File: src/rtl/iscas_bist_pkg.sv
// iscas_bist_pkg
// Shared types and constants for the ISCAS-85 stimulus/response engine and
// the harnesses built around it.
//   bist_mode_e  : pattern family selected on the mode input
//   bist_state_e : controller states
//   C432_*       : port widths and LFSR taps for the c432 benchmark
//   DEFAULT_MISR_POLY : default 16-bit MISR feedback polynomial
package iscas_bist_pkg;

    localparam int          C432_IN_W         = 36;
    localparam int          C432_OUT_W        = 7;
    localparam logic [35:0] C432_LFSR_POLY    = 36'h800000800;
    localparam logic [15:0] DEFAULT_MISR_POLY = 16'h1021;

    typedef enum logic [1:0] {
        MODE_WALK0 = 2'd0,
        MODE_WALK1 = 2'd1,
        MODE_COUNT = 2'd2,
        MODE_LFSR  = 2'd3
    } bist_mode_e;

    typedef enum logic [2:0] {
        ST_IDLE = 3'd0,
        ST_HOLD = 3'd1,
        ST_CAPT = 3'd2,
        ST_FIN  = 3'd3,
        ST_DONE = 3'd4
    } bist_state_e;

endpackage

File: src/rtl/iscas_misr.sv
// iscas_misr
// Multiple-input signature register. Each enabled cycle shifts the signature
// left, folds in the feedback polynomial when the MSB falls out, and XORs in
// the zero-extended response word.
// Ports:
//   clk      : clock
//   rst      : asynchronous active-high reset, clears the signature
//   clear_i  : synchronous clear (wins over enable)
//   enable_i : compress data_i into the signature this cycle
//   data_i   : OUT_W-bit response word
//   sig_o    : current signature
module iscas_misr
    import iscas_bist_pkg::*;
#(
    parameter int               SIG_W = 16,
    parameter int               OUT_W = C432_OUT_W,
    parameter logic [SIG_W-1:0] POLY  = SIG_W'(DEFAULT_MISR_POLY)
) (
    input  logic             clk,
    input  logic             rst,
    input  logic             clear_i,
    input  logic             enable_i,
    input  logic [OUT_W-1:0] data_i,
    output logic [SIG_W-1:0] sig_o
);

    logic [SIG_W-1:0] sig_q;
    logic [SIG_W-1:0] sig_d;

    always_comb begin
        sig_d = sig_q;
        if (clear_i) begin
            sig_d = '0;
        end else if (enable_i) begin
            sig_d = {sig_q[SIG_W-2:0], 1'b0}
                  ^ (sig_q[SIG_W-1] ? POLY : '0)
                  ^ SIG_W'(data_i);
        end
    end

    always_ff @(posedge clk or posedge rst) begin
        if (rst) begin
            sig_q <= '0;
        end else begin
            sig_q <= sig_d;
        end
    end

    assign sig_o = sig_q;

endmodule

File: src/rtl/iscas_bist_ctrl.sv
// iscas_bist_ctrl
// Stimulus and response engine for a combinational ISCAS-85 benchmark.
// Applies a walking-zero, walking-one, counting or Galois-LFSR pattern
// sequence, holds each pattern for a settle window, compresses the DUT
// response into a MISR and compares the final signature against a golden
// value latched at start.
// Ports:
//   clk, rst      : clock, asynchronous active-high reset
//   start, abort  : host handshake; abort wins over start
//   mode          : pattern family (bist_mode_e), sampled with start
//   golden_sig    : expected signature, sampled with start
//   dut_in        : pattern driven to the DUT
//   dut_out       : DUT response
//   busy, done    : run in progress / run complete (level)
//   pass          : signature matched golden, valid while done
//   signature     : running/final MISR value
//   pat_idx       : index of the pattern currently applied
module iscas_bist_ctrl
    import iscas_bist_pkg::*;
#(
    parameter int               IN_W      = C432_IN_W,
    parameter int               OUT_W     = C432_OUT_W,
    parameter int               SIG_W     = 16,
    parameter logic [SIG_W-1:0] MISR_POLY = SIG_W'(DEFAULT_MISR_POLY),
    parameter logic [IN_W-1:0]  LFSR_POLY = IN_W'(C432_LFSR_POLY),
    parameter logic [IN_W-1:0]  LFSR_SEED = IN_W'(1),
    parameter int               NUM_PAT   = 256,
    parameter int               SETTLE    = 1
) (
    input  logic             clk,
    input  logic             rst,
    input  logic             start,
    input  logic             abort,
    input  logic [1:0]       mode,
    input  logic [SIG_W-1:0] golden_sig,
    output logic [IN_W-1:0]  dut_in,
    input  logic [OUT_W-1:0] dut_out,
    output logic             busy,
    output logic             done,
    output logic             pass,
    output logic [SIG_W-1:0] signature,
    output logic [15:0]      pat_idx
);

    // An all-zero seed would lock the LFSR at zero forever.
    localparam logic [IN_W-1:0] SEED_EFF  = (LFSR_SEED == '0) ? IN_W'(1) : LFSR_SEED;
    localparam logic [3:0]      SETTLE_C  = 4'(SETTLE);
    localparam logic [15:0]     LAST_WALK = 16'(IN_W - 1);
    localparam logic [15:0]     LAST_NUM  = 16'(NUM_PAT - 1);

    bist_state_e      state_q, state_d;
    bist_mode_e       mode_q, mode_d;
    logic [SIG_W-1:0] golden_q, golden_d;
    logic [IN_W-1:0]  dutIn_q, dutIn_d;
    logic [15:0]      patIdx_q, patIdx_d;
    logic [3:0]       holdCnt_q, holdCnt_d;
    logic             pass_q, pass_d;
    logic             misrClear, misrEn;
    logic [SIG_W-1:0] misrSig;
    logic [15:0]      lastIdx;

    // Pattern for index idx. The LFSR family is sequential, so it steps the
    // currently applied pattern instead of using the index.
    function automatic logic [IN_W-1:0] nextPattern(input bist_mode_e m,
                                                    input logic [15:0] idx,
                                                    input logic [IN_W-1:0] cur);
        logic [IN_W-1:0] oneHot;
        oneHot = IN_W'(1) << idx;
        case (m)
            MODE_WALK0: return ~oneHot;
            MODE_WALK1: return oneHot;
            MODE_COUNT: return IN_W'(idx);
            default:    return {cur[IN_W-2:0], 1'b0} ^ (cur[IN_W-1] ? LFSR_POLY : '0);
        endcase
    endfunction

    function automatic logic [IN_W-1:0] firstPattern(input bist_mode_e m);
        return (m == MODE_LFSR) ? SEED_EFF : nextPattern(m, 16'd0, '0);
    endfunction

    assign lastIdx = (mode_q == MODE_WALK0 || mode_q == MODE_WALK1) ? LAST_WALK : LAST_NUM;

    // Next-state logic. The first HOLD after start counts from 0 so the
    // opening pattern gets one extra cycle to settle after leaving IDLE/DONE;
    // later HOLDs count from 1 and last exactly SETTLE cycles.
    always_comb begin
        state_d   = state_q;
        mode_d    = mode_q;
        golden_d  = golden_q;
        dutIn_d   = dutIn_q;
        patIdx_d  = patIdx_q;
        holdCnt_d = holdCnt_q;
        pass_d    = pass_q;
        misrClear = 1'b0;
        misrEn    = 1'b0;
        if (abort) begin
            if (state_q != ST_IDLE) begin
                state_d = ST_IDLE;
                pass_d  = 1'b0;
                dutIn_d = '0;
            end
        end else begin
            unique case (state_q)
                ST_IDLE, ST_DONE: begin
                    if (start) begin
                        mode_d    = bist_mode_e'(mode);
                        golden_d  = golden_sig;
                        patIdx_d  = '0;
                        holdCnt_d = '0;
                        pass_d    = 1'b0;
                        dutIn_d   = firstPattern(bist_mode_e'(mode));
                        misrClear = 1'b1;
                        state_d   = ST_HOLD;
                    end
                end
                ST_HOLD: begin
                    if (holdCnt_q == SETTLE_C) begin
                        state_d = ST_CAPT;
                    end else begin
                        holdCnt_d = holdCnt_q + 4'd1;
                    end
                end
                ST_CAPT: begin
                    misrEn = 1'b1;
                    if (patIdx_q == lastIdx) begin
                        state_d = ST_FIN;
                    end else begin
                        patIdx_d  = patIdx_q + 16'd1;
                        dutIn_d   = nextPattern(mode_q, patIdx_q + 16'd1, dutIn_q);
                        holdCnt_d = 4'd1;
                        state_d   = (SETTLE == 0) ? ST_CAPT : ST_HOLD;
                    end
                end
                ST_FIN: begin
                    pass_d  = (misrSig == golden_q);
                    state_d = ST_DONE;
                end
                default: state_d = ST_IDLE;
            endcase
        end
    end

    always_ff @(posedge clk or posedge rst) begin
        if (rst) begin
            state_q   <= ST_IDLE;
            mode_q    <= MODE_WALK0;
            golden_q  <= '0;
            dutIn_q   <= '0;
            patIdx_q  <= '0;
            holdCnt_q <= '0;
            pass_q    <= 1'b0;
        end else begin
            state_q   <= state_d;
            mode_q    <= mode_d;
            golden_q  <= golden_d;
            dutIn_q   <= dutIn_d;
            patIdx_q  <= patIdx_d;
            holdCnt_q <= holdCnt_d;
            pass_q    <= pass_d;
        end
    end

    iscas_misr #(
        .SIG_W (SIG_W),
        .OUT_W (OUT_W),
        .POLY  (MISR_POLY)
    ) uMisr (
        .clk      (clk),
        .rst      (rst),
        .clear_i  (misrClear),
        .enable_i (misrEn),
        .data_i   (dut_out),
        .sig_o    (misrSig)
    );

    assign dut_in    = dutIn_q;
    assign busy      = (state_q == ST_HOLD) || (state_q == ST_CAPT) || (state_q == ST_FIN);
    assign done      = (state_q == ST_DONE);
    assign pass      = pass_q;
    assign signature = misrSig;
    assign pat_idx   = patIdx_q;

endmodule

File: config.mk
export PLATFORM = sky130hd
export DESIGN_NAME = iscas_bist_ctrl
export DESIGN_NICKNAME = d
export VERILOG_FILES = /design/src/rtl/iscas_bist_pkg.sv /design/src/rtl/iscas_misr.sv /design/src/rtl/iscas_bist_ctrl.sv
export SDC_FILE = /design/constraint.sdc
export NUM_CORES = 1
export LEC_CHECK = 0
export BUFFER_PORTS_ARGS = -buffer_cell sky130_fd_sc_hd__buf_2
export CORE_MARGIN = 2
export CORE_UTILIZATION = 29
export CTS_BUF_LIST = sky130_fd_sc_hd__clkbuf_16
export CTS_CLUSTER_DIAMETER = 150
export CTS_CLUSTER_SIZE = 14
export DETAILED_ROUTE_END_ITERATION = 16
export GPL_ROUTABILITY_DRIVEN = 0
export GPL_TIMING_DRIVEN = 0
export PLACE_DENSITY = 0.51
export SYNTH_ARGS = -nofsm -noshare
export SYNTH_HDL_FRONTEND = slang
export SYNTH_SLANG_ARGS = --single-unit
File: constraint.sdc
create_clock -name clk -period 3.5 [get_ports clk]
set_input_delay 0.525 -clock clk [delete_from_list [all_inputs] [get_ports clk]]
set_output_delay 0.525 -clock clk [all_outputs]
set_load 0.005 [all_outputs]
; Yosys cells after proc, flatten, opt, wreduce, memory -nomap -nowiden
; Cells that the tools add are included.
[op_classes]
n_bitwise = 5
div = 0
eq_ne = 18
reduce_logical = 19
magnitude_cmp = 0
n_shift = 1
n_addsub = 2
mux = 35
multipliers = 0
[op_table]
columns = cell, n
row1 = 36-bit two-way mux, 6
row2 = 36-bit case mux with 2 select lines, 2
row3 = 36-bit case mux with 3 select lines, 1
row4 = 16-bit two-way mux, 4
row5 = 36-bit inverter, 1
row6 = "1-bit by 16-bit << shifter with 36-bit output, first input constant", 1
row7 = 36-bit bitwise XOR, 1
row8 = 16-bit case mux with 2 select lines, 1
row9 = "16-bit by 1-bit adder with 16-bit output, second input constant", 1
row10 = 16-bit == test, 1
row11 = 16-bit by 8-bit == test with 1-bit output, 1
row12 = 16-bit bitwise XOR, 1
row13 = 16-bit by 7-bit bitwise XOR with 16-bit output, 1
row14 = 13-bit two-way mux, 1
row15 = 3-bit two-way mux, 4
row16 = 4-bit two-way mux, 3
row17 = 3-bit case mux with 4 select lines, 1
row18 = 4-bit case mux with 3 select lines, 1
row19 = 3-bit nonzero test, 4
row20 = "3-bit != test, second input constant", 3
row21 = 3-bit AND reduction, 3
row22 = 1-bit two-way mux, 8
row23 = 8-bit two-way mux, 1
row24 = 4-bit AND reduction, 2
row25 = other kinds (18), 27
[word_totals]
ramBits = 0
inputBits = 29
ff_bits = 94
n_memories = 0
wordCells = 88
latchBits = 0
output_inout_bits = 71
mem_bits_ro = 0

; Depth between registers and ports, before layout
[depth]
ltp_word = 7
mapped_depth = 10
depth_no_buf = 9

; Modules after synthesis
; From an unflattened synthesis, not the netlist that was laid out.
[unflattened]
hier_cells = 635
area_unflattened_um2 = 6038.3
[by_module_without_submodules]
columns = mod, area_per_inst_um2, n_inst, cells_each
row1 = iscas_bist_ctrl, 5316.3, 1, 573
row2 = iscas_misr, 721.9, 1, 62

; Worst setup path before layout
; OpenSTA, ideal clock, no wires.
[synth_path]
kind = register -> register
startpoint = register patIdx_q[0] (netlist: pat_idx[0])
endpoint = register dutIn_q[8] (netlist: dut_in[8])
slack_ns = 0.414
stages_incl_launch_ff = 10
setup_ns = 0.122
required_time_ns = 3.378
arrival_time_ns = 2.964
path_cell_list = dfrtp_1 ha_1 nand4_1 or2_1 buf_2 o31a_1 or3_4 or4_4 or3_1 a32o_1
[synth_between]
elab_chain_cells = 7
word_cells_on_any_way = 10
[synth_lines]
columns = element, line_no
row1 = from (decl), iscas_bist_ctrl.sv:55  ; logic [15:0] patIdx_q, patIdx_d;
row2 = from (signal assigned), iscas_bist_ctrl.sv:157  ; patIdx_q <= patIdx_d;
row3 = 16-bit by 1-bit adder with 16-bit output, iscas_bist_ctrl.sv:129  ; dutIn_d = nextPattern(mode_q, patIdx_q + 16'd1, dutIn_q);
row4 = 1-bit by 16-bit << shifter with 36-bit output, iscas_bist_ctrl.sv:68  ; oneHot = IN_W'(1) << idx;
row5 = 36-bit inverter, iscas_bist_ctrl.sv:70  ; MODE_WALK0: return ~oneHot;
row6 = 36-bit case mux with 3 select lines, iscas_bist_ctrl.sv:69  ; case (m)
row7 = 36-bit two-way mux, iscas_bist_ctrl.sv:125  ; if (patIdx_q == lastIdx) begin
row8 = 36-bit case mux with 2 select lines, iscas_bist_ctrl.sv:103  ; unique case (state_q)
row9 = 36-bit two-way mux, iscas_bist_ctrl.sv:96  ; if (abort) begin
row10 = to (signal assigned), iscas_bist_ctrl.sv:156  ; dutIn_q <= dutIn_d;
row11 = to (decl), iscas_bist_ctrl.sv:54  ; logic [IN_W-1:0] dutIn_q, dutIn_d;
; Parallel ways exist; a longest one is shown, timed or not. The select of a mux whose other input is x is not followed.
; A chain may end at the register's enable or synchronous reset.

; Worst setup path in the final report
[layout_path]
startpoint = register patIdx_q[0] (netlist: pat_idx[0])
endpoint = register dutIn_q[24] (netlist: dut_in[24])
; Same word-level chain as after synthesis.

==> flow_metrics.py <==
metrics = {
    "status": {
        "status": "finished, final reports clean",
    },
    "timing": {
        "finalSetupViolations": 0,
        "hold_ws_ns": 0.227,
        "slew_headroom_pct": 13.8,
        "finClkSkew_ns": 0.0130,
        "finalHoldViolCount": 0,
        "slew_viol_final": 0,
        "max_freq_mhz": 293,
        "tightest_slew_ns": 1.28,
        "post-route-min-period_ns": 3.42,
        "period_share_pct": 97.6,
    },
    "power_and_ir_drop": {
        "vdd_ir_drop_max_mv": 0.268,
        "powerDensity_nw_per_um2": 471,
        "intPower_w": 0.00211,
        "p_sw_w": 0.00124,
        "switching_share_pct": 37.1,
        "p_comb_share_pct": 26.6,
        "power_leakage_nw": 3.18,
        "power_frac_seq_pct": 43.1,
        "pwr-share-clk_pct": 30.3,
    },
    "cts": {
        "h-tree-depth": 3,
        "clk_latency_ns": 0.36,
        "cts_tree": "yes",
        "numCtsBuffers": 9,
        "path_clk_slew_ns": 0.08,
        "cts_num_sinks": 94,
        "cts_root_buf": "clkbuf_16",
        "ctsHoldBuffers": 0,
        "cts_buffer_depth": 2,
    },
    "critical_path": {
        "path_max_fanout": 10,
        "crit_type": "register to register",
        "worst-endpoint-arrival_ns": 3.68,
        "worstSetupEndpointType": "register",
        "crit_chain": "ha_1 > nand4_1 > or2_1 > buf_2 > o31a_1 > or3_4 > nor4_2 > buf_2 > a31oi_1 > o21ai_0",
        "worstPathRequired_ns": 3.76,
        "crit_top_cell": "buf_2",
        "slowest_delay_ns": 0.61,
        "crit_slowest_cell": "nor4_2",
        "path_buf_inv": 2,
        "cp_top_family": "simple AND/OR/NAND/NOR gates",
        "cp-start-kind": "register",
    },
    "layout": {
        "layout-area-overhead-vs-synth_pct": 21.4,
        "final_area_um2": 7110,
        "regArea_um2": 2350,
        "fillers": 2153,
        "final_cell_mix": "nand2_1, buf_2, dfrtp_1, o21ai_0, clkbuf_1",
        "drive_above_1_share_pct": 18.4,
        "final_common_cell": "nand2_1",
        "num_antenna_cells": 0,
        "post-route-util_pct": 36.2,
        "multi_input_area_um2": 3290,
        "nNetsFinal": 859,
    },
    "flow_run": {
        "maxCapViolCount": 0,
    },
    "floorplan": {
        "die_w_um": 146,
        "die_y_um": 146,
        "core_area_um2": 19700,
        "top_level_ports": 100,
        "fp.dieArea_um2": 21300,
        "row_count": 51,
        "initial_utilization_pct": 29.8,
    },
    "logic_synthesis": {
        "syn_area_um2": 5850,
        "synth-seq-cells": 94,
        "synth_edf_count": 0,
        "syn_nets": 743,
        "synth-async-reset-ratio_pct": 100,
        "ys_seq_area_share_pct": 40.2,
        "synth_area_per_cell_um2": 8.23,
        "yosysWarnings": 0,
        "syn_inst": 711,
        "synthFlopType": "dfrtp_1",
        "yosys.cell_types.count": 59,
    },
    "drt": {
        "ant_nets": 0,
        "wl_mm": 20.7,
        "vias": 6031,
        "drc_errors": 0,
        "via_per_inst": 5.50,
        "dr.pass1.iters": 5,
        "drt-wirelength-per-cell_um": 18.9,
        "drt_iter0_drc": 585,
    },
    "hold_path": {
        "hold_class": "primary input to async pin",
    },
    "global_routing": {
        "grt_pass1_vias": 5605,
        "grt-ovfl-total": 0,
        "grt_pass1_wl_mm": 32.4,
        "grt_max_degree": 58,
        "antenna_found_initial": 0,
        "grtUsageTotal_pct": 19.1,
    },
    "placement": {
        "dpl-instance-area_um2": 6720,
        "port_buffers": 99,
        "dpl.hpwl_mm": 15.1,
    },
}
[power by group through the flow]
stage,combinational [W],clock (W),sequential [W]
2_1_floorplan,0.000533,0,0.00141
3_3_place_gp,0.000861,0,0.00146
3_5_place_dp,0.000869,0,0.00146
4_1_cts,0.000880,0.00104,0.00144
5_1_grt,0.000988,0.00108,0.00147
6_report,0.000890,0.00101,0.00144
[timing repair]
item | CTS | global route
pin swaps | 0 | 1
setup buffers | 0 | 5
setup endpoints to repair | 48 | 35
resized for setup | 4 | 12
[cell type report]
cell class                      count  area share (%)
Multi-Input combinational cell    551            46.3
Sequential cell                    94            33.1
Timing Repair Buffer              105            7.88
Tap cell                          265            4.66
Buffer                             55            3.19
Clock buffer                        9            3.17
Clock inverter                      7            1.06
Inverter                           11           0.616
[synth_stat cells (all sizes together), types with 6 or more instances]
cell    number  area [um2]
a21o         9        67.6
nor3        20         100
a31oi       23         144
dfrtp       94        2350
xnor2       24         210
xor2        20         175
o21ai       56         280
nand3       38         190
buf         12        60.1
a21oi       31         155
clkbuf      43         161
nand4       11        68.8
a32o         6        60.1
nand2      116         435
nor2        38         143
o31ai       16         120
a221oi      13         114
or4          6        52.6
or3         15        98.8
inv         11        41.3
nor4        32         206
a211oi       8        65.1
[sequential cells by signal (all words and copies together) (netlist names)]
signal / flops
dut_in: 36
golden_q: 16
pat_idx: 16
uMisr.sig_o: 16
holdCnt_q: 4
state_q: 3
mode_q: 2
pass: 1
[through the flow]
stage	setup TNS [ns]	cells	setup WS (ns)	total power, W
finish	0	1097	0.0848	0.00335
global placement	-121.65	1075	-0.939	0.00232
CTS	0	1092	0.0139	0.00336
global route	-0.0314	1097	-0.0246	0.00353
detailed placement	-5.47	1076	-0.277	0.00233
floorplan	0	711	0.414	0.00195
[per-layer routing]
layer / global-route usage [%] / vias up / wire [um]
met4: 6.50 / 0 / 387
met5: 0 / - / 0
met1: 28.2 / 2925 / 9750
met3: 3.06 / 34 / 1200
li1: - / 2852 / -
met2: 28.3 / 220 / 9360
[cells by family (layout without fill, tap and decap cells)]
family,Yosys count,after routing,share of synthesized area (%)
XOR/XNOR,44,44,6.58
multiplexers,5,5,0.876
flip-flops,94,94,40.2
AO/OA/AOI/OAI,189,189,21.1
adder cells (fa/ha/maj),3,3,0.641
buffers and inverters,66,187,4.49
AND/OR/NAND/NOR,310,310,26.2
[worst register-to-register path, delay by kind of cell (launching register included)]
family                     cells  cell delay [ns]
adders and majority gates      1             0.25
DFF                            1             0.42
AOI/OAI and AO/OA              3             0.68
and+or+nand+nor                4             1.47
buffers and inverters          2             0.51
[final timing paths]
check	to	depth (start not counted)	startpoint	slack, ns
max	dut_in[24]$_DFFE_PP0P_	10	pat_idx[0]$_DFFE_PP0P_	0.08
min in group clk	golden_q[4]$_DFFE_PP0P_	3	golden_sig[4]	0.35
min	dut_in[30]$_DFFE_PP0P_	2	rst	0.23
min reg2reg	golden_q[11]$_DFFE_PP0P_	2	golden_q[11]$_DFFE_PP0P_	0.50
max in group asynchronous	pat_idx[15]$_DFFE_PP0P_	3	rst	2.60
max reg2reg	dut_in[24]$_DFFE_PP0P_	10	pat_idx[0]$_DFFE_PP0P_	0.08
No activity file was read; power rests on OpenSTA's default activity.
